===== config.mk =====
export PLATFORM = sky130hd
export DESIGN_NAME = move_input_conditioner
export DESIGN_NICKNAME = d
export VERILOG_FILES = /design/src/rtl/move_input_conditioner_pkg.sv /design/src/rtl/move_input_conditioner_debouncer.sv /design/src/rtl/move_input_conditioner.sv
export SDC_FILE = /design/constraint.sdc
export NUM_CORES = 1
export LEC_CHECK = 0
export ABC_AREA = 0
export CAP_MARGIN = 20
export CORE_MARGIN = 3
export CORE_UTILIZATION = 30
export DETAILED_ROUTE_END_ITERATION = 10
export GPL_TIMING_DRIVEN = 1
export SLEW_MARGIN = 10
export SYNTH_ARGS = -nofsm -noshare
export SYNTH_HDL_FRONTEND = slang
export SYNTH_HIERARCHICAL = 1
export SYNTH_SLANG_ARGS = --single-unit

===== constraint.sdc =====
create_clock -name clk -period 1.95 [get_ports clk]
set_clock_uncertainty 0.05 [all_clocks]
set_input_delay 0.39 -clock clk [delete_from_list [all_inputs] [get_ports clk]]
set_output_delay 0.39 -clock clk [all_outputs]
set_load 0.01 [all_outputs]

===== src/rtl/move_input_conditioner_pkg.sv =====
// -----------------------------------------------------------------------------
// move_input_conditioner_pkg
//
// Shared definitions for the move input conditioner and the room state
// machine that consumes its direction pulses.
//
//   move_state_t : conditioner FSM states (IDLE, PULSE, HOLDOFF)
//   move_dir_t   : one-hot direction vector, bit order {n, s, w, e}
//   DIR_*        : named one-hot direction constants
//   pick_dir     : fixed-priority (n > s > w > e) reduction of a press vector
//                  to a single one-hot direction
// -----------------------------------------------------------------------------
package move_input_conditioner_pkg;

    typedef enum logic [1:0] {
        ST_IDLE    = 2'd0,
        ST_PULSE   = 2'd1,
        ST_HOLDOFF = 2'd2
    } move_state_t;

    // One-hot direction, bit 3 = north ... bit 0 = east.
    typedef logic [3:0] move_dir_t;

    localparam move_dir_t DIR_NONE = 4'b0000;
    localparam move_dir_t DIR_N    = 4'b1000;
    localparam move_dir_t DIR_S    = 4'b0100;
    localparam move_dir_t DIR_W    = 4'b0010;
    localparam move_dir_t DIR_E    = 4'b0001;

    // Keep only the highest-priority pressed direction; the rest are dropped.
    function automatic move_dir_t pick_dir(input logic [3:0] press);
        move_dir_t dir;
        dir = DIR_NONE;
        if (press[3])      dir = DIR_N;
        else if (press[2]) dir = DIR_S;
        else if (press[1]) dir = DIR_W;
        else if (press[0]) dir = DIR_E;
        return dir;
    endfunction

endpackage


===== src/rtl/move_input_conditioner_debouncer.sv =====
// -----------------------------------------------------------------------------
// button_debouncer
//
// Conditions one raw push-button level: two-flop synchronizer, a hold counter
// that accepts a new level only after it has been stable for DEBOUNCE_CYCLES
// synchronized cycles, and a rising-edge detector on the accepted level.
//
// Parameters:
//   DEBOUNCE_CYCLES : cycles a level must hold before acceptance (2..255)
//
// Ports:
//   clk   : clock, rising edge
//   reset : synchronous, active-low reset
//   raw   : asynchronous raw button level, 1 = pressed
//   rise  : one-cycle press event (accepted level went 0 -> 1)
// -----------------------------------------------------------------------------
module button_debouncer #(
    parameter int DEBOUNCE_CYCLES = 16
) (
    input  logic clk,
    input  logic reset,
    input  logic raw,
    output logic rise
);

    localparam logic [7:0] CNT_LAST = 8'(DEBOUNCE_CYCLES - 1);

    logic       sync1;
    logic       sync2;
    logic       deb;
    logic       deb_d;
    logic [7:0] cnt;

    always_ff @(posedge clk) begin
        if (!reset) begin
            sync1 <= 1'b0;
            sync2 <= 1'b0;
            deb   <= 1'b0;
            deb_d <= 1'b0;
            cnt   <= 8'd0;
        end else begin
            sync1 <= raw;
            sync2 <= sync1;
            deb_d <= deb;
            // Any cycle that agrees with the accepted level restarts the
            // qualification, so a bouncing input never accumulates.
            if (sync2 == deb) begin
                cnt <= 8'd0;
            end else if (cnt == CNT_LAST) begin
                deb <= sync2;
                cnt <= 8'd0;
            end else begin
                cnt <= cnt + 8'd1;
            end
        end
    end

    // Release (deb falling) intentionally produces no event.
    assign rise = deb & ~deb_d;

endmodule


===== src/rtl/move_input_conditioner.sv =====
// -----------------------------------------------------------------------------
// move_input_conditioner
//
// Turns four raw direction buttons into clean single-cycle move pulses for
// the room state machine. Each button is debounced; a press event in IDLE
// (and not frozen) produces exactly one one-hot pulse, chosen by priority
// n > s > w > e, followed by a holdoff window during which further presses
// are discarded rather than queued.
//
// Parameters:
//   DEBOUNCE_CYCLES : debounce qualification length (2..255)
//   HOLDOFF_CYCLES  : cycles of press suppression after a pulse (1..255)
//
// Ports:
//   clk                        : clock, rising edge
//   reset                      : synchronous, active-low reset
//   btn_n, btn_s, btn_w, btn_e : raw button levels, 1 = pressed
//   freeze                     : 1 = suppress moves (game over)
//   n, s, w, e                 : registered one-cycle move pulses
//   move_count                 : registered count of emitted moves, saturating
//   busy                       : registered, 1 in PULSE or HOLDOFF
//   state                      : current FSM state, for observation
//
// Handshake: there is no back-pressure. A pulse on n/s/w/e is valid for
// exactly one cycle and the consumer must take it in that cycle; at most one
// of the four is high in any cycle.
// -----------------------------------------------------------------------------
module move_input_conditioner
    import move_input_conditioner_pkg::*;
#(
    parameter int DEBOUNCE_CYCLES = 16,
    parameter int HOLDOFF_CYCLES  = 4
) (
    input  logic        clk,
    input  logic        reset,
    input  logic        btn_n,
    input  logic        btn_s,
    input  logic        btn_w,
    input  logic        btn_e,
    input  logic        freeze,
    output logic        n,
    output logic        s,
    output logic        w,
    output logic        e,
    output logic [7:0]  move_count,
    output logic        busy,
    output move_state_t state
);

    localparam logic [7:0] HOLD_LOAD = 8'(HOLDOFF_CYCLES - 1);

    logic [3:0]  press;
    move_state_t cur_state;
    move_state_t next_state;
    move_dir_t   dir_q;
    move_dir_t   next_dir;
    logic [7:0]  hold_cnt;
    logic [7:0]  hold_next;

    button_debouncer #(.DEBOUNCE_CYCLES(DEBOUNCE_CYCLES)) u_deb_n (
        .clk   (clk),
        .reset (reset),
        .raw   (btn_n),
        .rise  (press[3])
    );

    button_debouncer #(.DEBOUNCE_CYCLES(DEBOUNCE_CYCLES)) u_deb_s (
        .clk   (clk),
        .reset (reset),
        .raw   (btn_s),
        .rise  (press[2])
    );

    button_debouncer #(.DEBOUNCE_CYCLES(DEBOUNCE_CYCLES)) u_deb_w (
        .clk   (clk),
        .reset (reset),
        .raw   (btn_w),
        .rise  (press[1])
    );

    button_debouncer #(.DEBOUNCE_CYCLES(DEBOUNCE_CYCLES)) u_deb_e (
        .clk   (clk),
        .reset (reset),
        .raw   (btn_e),
        .rise  (press[0])
    );

    // State and registered outputs.
    always_ff @(posedge clk) begin
        if (!reset) begin
            cur_state  <= ST_IDLE;
            hold_cnt   <= 8'd0;
            dir_q      <= DIR_NONE;
            busy       <= 1'b0;
            move_count <= 8'd0;
        end else begin
            cur_state <= next_state;
            hold_cnt  <= hold_next;
            dir_q     <= next_dir;
            busy      <= (next_state != ST_IDLE);
            // Counted on the same edge that makes the pulse visible.
            if ((next_dir != DIR_NONE) && (move_count != 8'hFF)) begin
                move_count <= move_count + 8'd1;
            end
        end
    end

    // Next-state logic. Press events only matter in IDLE; anywhere else they
    // fall through untouched, which is what discards them. Freeze only gates
    // the IDLE -> PULSE decision, so a pulse already launched still finishes.
    always_comb begin
        next_state = cur_state;
        next_dir   = DIR_NONE;
        hold_next  = hold_cnt;
        case (cur_state)
            ST_IDLE: begin
                if (!freeze && (press != 4'b0000)) begin
                    next_state = ST_PULSE;
                    next_dir   = pick_dir(press);
                end
            end
            ST_PULSE: begin
                next_state = ST_HOLDOFF;
                hold_next  = HOLD_LOAD;
            end
            ST_HOLDOFF: begin
                if (hold_cnt == 8'd0) begin
                    next_state = ST_IDLE;
                end else begin
                    hold_next = hold_cnt - 8'd1;
                end
            end
            default: begin
                next_state = ST_IDLE;
            end
        endcase
    end

    assign {n, s, w, e} = dir_q;
    assign state        = cur_state;

endmodule


# Word level (Yosys, flattened, before mapping)
# Cells that the tools add are included.
totals:
  register_bits: 71
  in_bits: 7
  output_inout_bits: 15
  elab_cells: 85
classes:
  n_addsub: 6
  n_eq_ne: 12
  muxes: 11
  bitwise: 13
  reduce_logical: 18
ops:
  columns: ["op", "n"]
  rows:
  - ["adder 8 x 1 -> 8 bit, second input constant", 5]
  - ["== test 8 x 4 -> 1 bit, second input constant", 4]
  - ["case mux 8 bit (2 select lines)", 1]
  - ["2-to-1 mux 4 bit", 3]
  - ["OR reduction 3 bit", 4]
  - ["AND reduction 2 bit", 5]
  - ["inverter 1 bit", 9]
  - ["logical NOT 8 bit", 1]
  - ["2-to-1 mux 8 bit", 1]
  - ["!= test 8 bit, second input constant", 1]
  - ["nonzero test 4 bit", 2]
  - ["subtractor 8 x 1 -> 8 bit, second input constant", 1]
  - ["2-to-1 mux 2 bit", 3]
  - ["case mux 2 bit (3 select lines)", 1]
  - ["AND 1 bit", 4]
  - ["== test 1 bit", 4]
  - ["nonzero test 2 bit", 2]
  - ["2-to-1 mux 3 bit", 1]
  - ["== test 2 x 1 -> 1 bit, second input constant", 1]
  - ["== test 2 bit, second input constant", 1]
  - ["logical AND 1 bit", 2]
  - ["logical NOT 2 bit", 1]
  - ["!= test 2 bit, second input constant", 1]
  - ["logical NOT 1 bit", 1]
  - ["2-to-1 mux 1 bit", 1]

# Depth between registers and ports, before layout
logic_depth:
  word_depth: 10
  mapped_depth: 6

# Hierarchy
# Netlist, hierarchy kept.
modules_own_cells:
  columns: ["mod", "n_inst", "cells_per_inst", "area_per_inst_um2", "seq_area_each_um2"]
  rows:
  - ["button_debouncer", 4, 50, 464.2, 240.2]
  - ["move_input_conditioner", 1, 128, 1107.3, 460.4]

# Least setup slack after synthesis
# No wires, ideal clock.
synth_timing:
  path_kind: "reg2reg"
  start: "reg hold_cnt[0]"
  end: "reg hold_cnt[4]"
  setup_time_ps: 72
  arrival_ps: 1512
  path_slack_ps: 317
  stages_incl_launch_ff: 7
  n_path_buf: 0
  cell_sequence: "dfxtp_1 -> inv_1 -> ha_1 -> nor4b_2 -> a21oi_1 -> and3_1 -> mux2i_1"
synth_between:
  elab_chain_cells: 3
  elab_cells_between_ends: 6
  classes_between: "add/sub (1); eq/ne (1); mux (2); reduce/logical (2)"
synth_lines:
  columns: ["element", "line_no", "rtl"]
  rows:
  - ["start, declared", "move_input_conditioner.sv:57", "logic [7:0] hold_cnt;"]
  - ["start signal, assigned", "move_input_conditioner.sv:98", "hold_cnt <= hold_next;"]
  - ["subtractor 8 x 1 -> 8 bit or logical NOT 8 bit (tied branches)", "move_input_conditioner.sv:130, move_input_conditioner.sv:127", null]
  - ["2-to-1 mux 8 bit or != test 2 bit (tied branches)", null, null]
  - ["case mux 8 bit (2 select lines) or AND reduction 2 bit (tied branches)", null, null]
# Several ways; a longest one is shown, not always the timed one. The select of a mux whose other input is x is not followed.
# A chain may end at the register's enable or synchronous reset.

# Final worst setup path
layout_timing:
  start: "reg u_deb_e.deb"
  end: "reg move_count[6]"
layout_between:
  elab_chain_cells: 9
  elab_cells_between_ends: 11
  classes_between: "mux (6); bitwise (1); reduce/logical (4)"
layout_lines:
  columns: ["element", "line_no", "rtl"]
  rows:
  - ["start, declared", "move_input_conditioner_debouncer.sv:30", "logic deb;"]
  - ["start signal, assigned", "move_input_conditioner_debouncer.sv:50", "deb <= sync2;"]
  - ["AND 1 bit (*)", "move_input_conditioner_debouncer.sv:59", "assign rise = deb & ~deb_d;"]
  - ["named net press[0]", "move_input_conditioner.sv:52", "logic [3:0] press;"]
  - ["2-to-1 mux 1 bit", "move_input_conditioner_pkg.sv:37", "else if (press[0]) dir = DIR_E;"]
  - ["2-to-1 mux 2 bit", "move_input_conditioner_pkg.sv:36", "else if (press[1]) dir = DIR_W;"]
  - ["2-to-1 mux 3 bit", "move_input_conditioner_pkg.sv:35", "else if (press[2]) dir = DIR_S;"]
  - ["2-to-1 mux 4 bit", "move_input_conditioner_pkg.sv:34", "if (press[3]) dir = DIR_N;"]
  - ["2-to-1 mux 4 bit (*)", "move_input_conditioner.sv:117", "if (!freeze && (press != 4'b0000)) begin"]
  - ["2-to-1 mux 4 bit (*)", "move_input_conditioner.sv:115", "case (cur_state)"]
  - ["nonzero test 4 bit (*)", "move_input_conditioner.sv:102", "if ((next_dir != DIR_NONE) && (move_count != 8'hFF)) begin"]
  - ["logical AND 1 bit (*)", "move_input_conditioner.sv:102", null]
  - ["end signal, assigned", "move_input_conditioner.sv:103", "move_count <= move_count + 8'd1;"]
  - ["end, declared", "move_input_conditioner.sv:45", "output logic [7:0] move_count,"]
# The timed path passes the listed nets; every way through them passes the cells marked *.

==> impl_results.md <==
- Status: finished clean
- Area grow syn2layout: 22.2%
- Total congestion overflow: 0
- Share of cells above drive strength 1: 0.120
- Critical path class: flip-flop to flip-flop
- Worst EP arrival: 2.00 ns
- TritonCTS clock tree: built
- Clock latency on the worst-skew pair: 0.33 ns
- Leakage: 1.26 nW
- First-pass GRT wire length: 10,100 um
- Buf/Inv on CP: 1
- Post-CTS Setup Inserts: 0
- GPL Wtd Cong: 0.769
- Kind of start point of the critical path: flip-flop
- DR WL/cell: 11.1 um
- Nets: 376
- First drt pass iteration count: 4
- Yosys cell types: 44
- # rows: 35
- Fill cell count: 952
- I/O Pins: 22
- Dominant synthesized flop cell: dfxtp_1
- WHS Path Cells: 1
- Reg2Reg Setup Slack: 0.15 ns
- Reg2reg end: move_count[6]$_SDFFE_PN0P_
- Maximum vdd drop: 0.000453 V
- Worst hold slack: 0.389 ns
- Top delay family on crit path: compound AO/OA/AOI/OAI gates
- Post-Place Cells: 481
- Final hold violation count: 0
- Post-route ant nets: 0
- Synthesized area: 2960 um^2
- Internal power: 2.25 mW
- Switching share of power: 0.198
- Clk pwr share: 0.457
- CTS root buf: clkbuf_8
- Overall Power: 2.81 mW
- Synth Register Bits: 71
- Share of synthesized registers carrying an async set or reset: 0
- Max cap viols: 0
- Seq/Total Area, Yosys: 0.480
- CTS Buffer Depth: 2
- Total net switching power: 0.557 mW
- Slew @ Worst Pin: 0.605 ns
- Synth Area per Inst: 9.04 um^2
- RSZ-0062 raised after global routing: false
- Gate Count Post-Synth: 328
- Post-CTS Resized: 0
- CP max FO: 7
- Worst path cell trace: nor2b_1 -> o41ai_2 -> buf_4 -> nor4_1 -> a211oi_1
- Tightest Hold Check Type: flip-flop to flip-flop
- H-tree depth: 3
- Fmax: 554 MHz
- Slew Limit Headroom: 0.592
- Syn_nets: 341
- Clock buffer count from CTS: 9
- Worst Hold Launch: u_deb_e/sync1$_SDFF_PN0_
- Starting Density: 0.315
- Pwr Density: 776 nW/um^2
- Die Height: 105 um
- Comb power frac: 0.022
- DRC viols: 0
- Setup crit end kind: flip-flop
- Die ar.: 11,100 um^2
- Routed via count: 2,353
- Slowest cell on crit path: o41ai_2
- Vias in the first global route: 2,288
- Clk slew on worst S/H paths: 0.07 ns
- Flop pwr share: 0.521
- Warnings from Yosys: 6
- Diode count: 0
- WHS Endpoint: u_deb_e/sync2$_SDFF_PN0_
- Minimum clock period: 1.80 ns
- Pin count of the biggest net entering global routing: 39
- Port-buffer cells: 21
- Worst r2r src: u_deb_e/deb$_SDFFE_PN0P_
- Routed WL: 5540 um
- Setup Viol. Count Final: 0
- Worst Reg-to-Reg Cells: 5
- Initial antenna violation count: 0
- Final core utilization: 0.385
- Total global-route track usage: 0.110
- Critical path data required time: 2.15 ns
- CTS Hold Bufs: 0
- Width of the die: 105 um
- Finished Layout Cells: 497
- HPWL Detailed: 3970 um
- Clock sink total: 71
- Post-synth EDFFs: 0
- Max stage delay on crit path: 0.63 ns
- Initial drt markers: 86
- Final worst-path cycle share: 0.925
- Final Max Tran Viols: 0
- Vias per inst: 4.73
- Core area: 9420 um^2
[cell usage after synthesis, types with 2 or more instances]
master | number | share of area
a211oi_1 | 3 | 0.0076
a21boi_1 | 5 | 0.013
a21oi_1 | 23 | 0.039
a31oi_1 | 2 | 0.0042
and2_1 | 15 | 0.032
and3_1 | 3 | 0.0063
clkbuf_1 | 3 | 0.0038
dfxtp_1 | 71 | 0.48
ha_1 | 6 | 0.025
inv_1 | 13 | 0.016
mux2i_1 | 4 | 0.014
nand2_1 | 29 | 0.037
nand2b_1 | 6 | 0.013
nand3_1 | 16 | 0.027
nand3b_1 | 2 | 0.0051
nand4_1 | 5 | 0.011
nor2_1 | 29 | 0.037
nor2b_1 | 4 | 0.0084
nor3_1 | 4 | 0.0068
nor4_1 | 2 | 0.0042
o211ai_1 | 4 | 0.010
o21ai_0 | 19 | 0.032
o311ai_1 | 2 | 0.0059
o31ai_1 | 2 | 0.0051
o41ai_1 | 2 | 0.0059
or3_1 | 14 | 0.030
or3_2 | 4 | 0.010
or3b_2 | 4 | 0.012
or4_1 | 3 | 0.0076
or4_4 | 4 | 0.015
xnor2_1 | 5 | 0.015
xor2_1 | 8 | 0.024
[registers in the layout, summed over array words and instances (netlist names), 2 cells and up]
signal       flops
u_deb_e/cnt      8
hold_cnt         8
dir_q            4
state            2
u_deb_w/cnt      8
move_count       8
u_deb_s/cnt      8
u_deb_n/cnt      8
[layout by cell type, fill, tap and decap left out, drive strengths merged, types with 2 or more instances in the layout]
cell type	n
nor2b	4
nor4	2
o31ai	2
a21oi	23
inv	13
a21boi	5
xor2	8
nor4b	2
nand3b	2
clkdlybuf4s50	21
o41ai	3
dfxtp	71
a31o	2
and3	3
nor2	29
buf	8
o211ai	4
nand2	29
o21ai	20
nor3	5
or3	18
or3b	4
nand3	16
or4	7
and2	15
a211oi	3
xnor2	5
a31oi	2
ha	6
nand2b	6
clkbuf	14
mux2i	4
nand4	5
o311ai	2
[power groups by stage]
stage	clock network (mW)	logic [mW]	registers, mW
2_1_floorplan	0	0.0289	1.50
3_3_place_gp	0	0.0625	1.50
3_5_place_dp	0	0.0629	1.50
4_1_cts	1.32	0.0634	1.46
5_1_grt	1.40	0.0708	1.46
6_report	1.28	0.0622	1.46
[worst register-to-register path, delay by kind of cell, from the launching register on]
kind / cells / cell delay [ns]
buf+inv: 1 / 0.26
compound gates: 2 / 0.85
simple gates: 2 / 0.23
flops: 1 / 0.34
[kinds of logic after synthesis]
logic type      count (synthesis)  synth area share
compound gates                 67             0.138
flops                          71             0.480
buf+inv                        18            0.0257
simple gates                  149             0.279
mux                             4            0.0135
fa+ha+maj                       6            0.0253
xor+xnor                       13            0.0384
[how the worst max path moves through the flow]
stage                                   startpoint                    endpoint  slack [ns]  cells past startpoint
after floorplan           hold_cnt[0]$_SDFFE_PN0P_    hold_cnt[4]$_SDFFE_PN0P_        0.32                      6
after global placement                      freeze  move_count[4]$_SDFFE_PN0P_        0.01                      5
after detailed placement                    freeze  move_count[3]$_SDFFE_PN0P_       -0.01                      5
after CTS                      state[0]$_SDFF_PN0_                    state[0]        0.02                      1
after global routing      u_deb_e/deb$_SDFFE_PN0P_  move_count[6]$_SDFFE_PN0P_        0.03                      5
final                     u_deb_e/deb$_SDFFE_PN0P_  move_count[6]$_SDFFE_PN0P_        0.15                      5
[area by class of cell]
type / count / area (um^2) / share of cell area
clock buffers: 14 / 193 / 0.0532
well taps: 129 / 161 / 0.0445
repair buffers: 29 / 283 / 0.0780
inverters: 13 / 48.8 / 0.0135
flip-flops and latches: 71 / 1420 / 0.393
clock inverters: 2 / 35.0 / 0.00967
multi-input cells: 239 / 1480 / 0.408
[metal layers]
metal  up-vias  track usage  part of all wire
li1       1240            -                 -
met1      1085        0.135              0.47
met2        26        0.184              0.50
met4         0       0.0253            0.0034
met5         -            0                 0
met3         2       0.0404             0.030
[stage by stage]
stage	cell area [um^2]	setup slack [ns]	setup TNS [ns]
after global placement	3380	0.0145	0
after CTS	3610	0.0197	0
after floorplan	2960	0.317	0
after detailed placement	3380	-0.0136	-0.0137
after global routing	3620	0.0301	0
final	3620	0.145	0
Power figures use the tool's default switching activity.
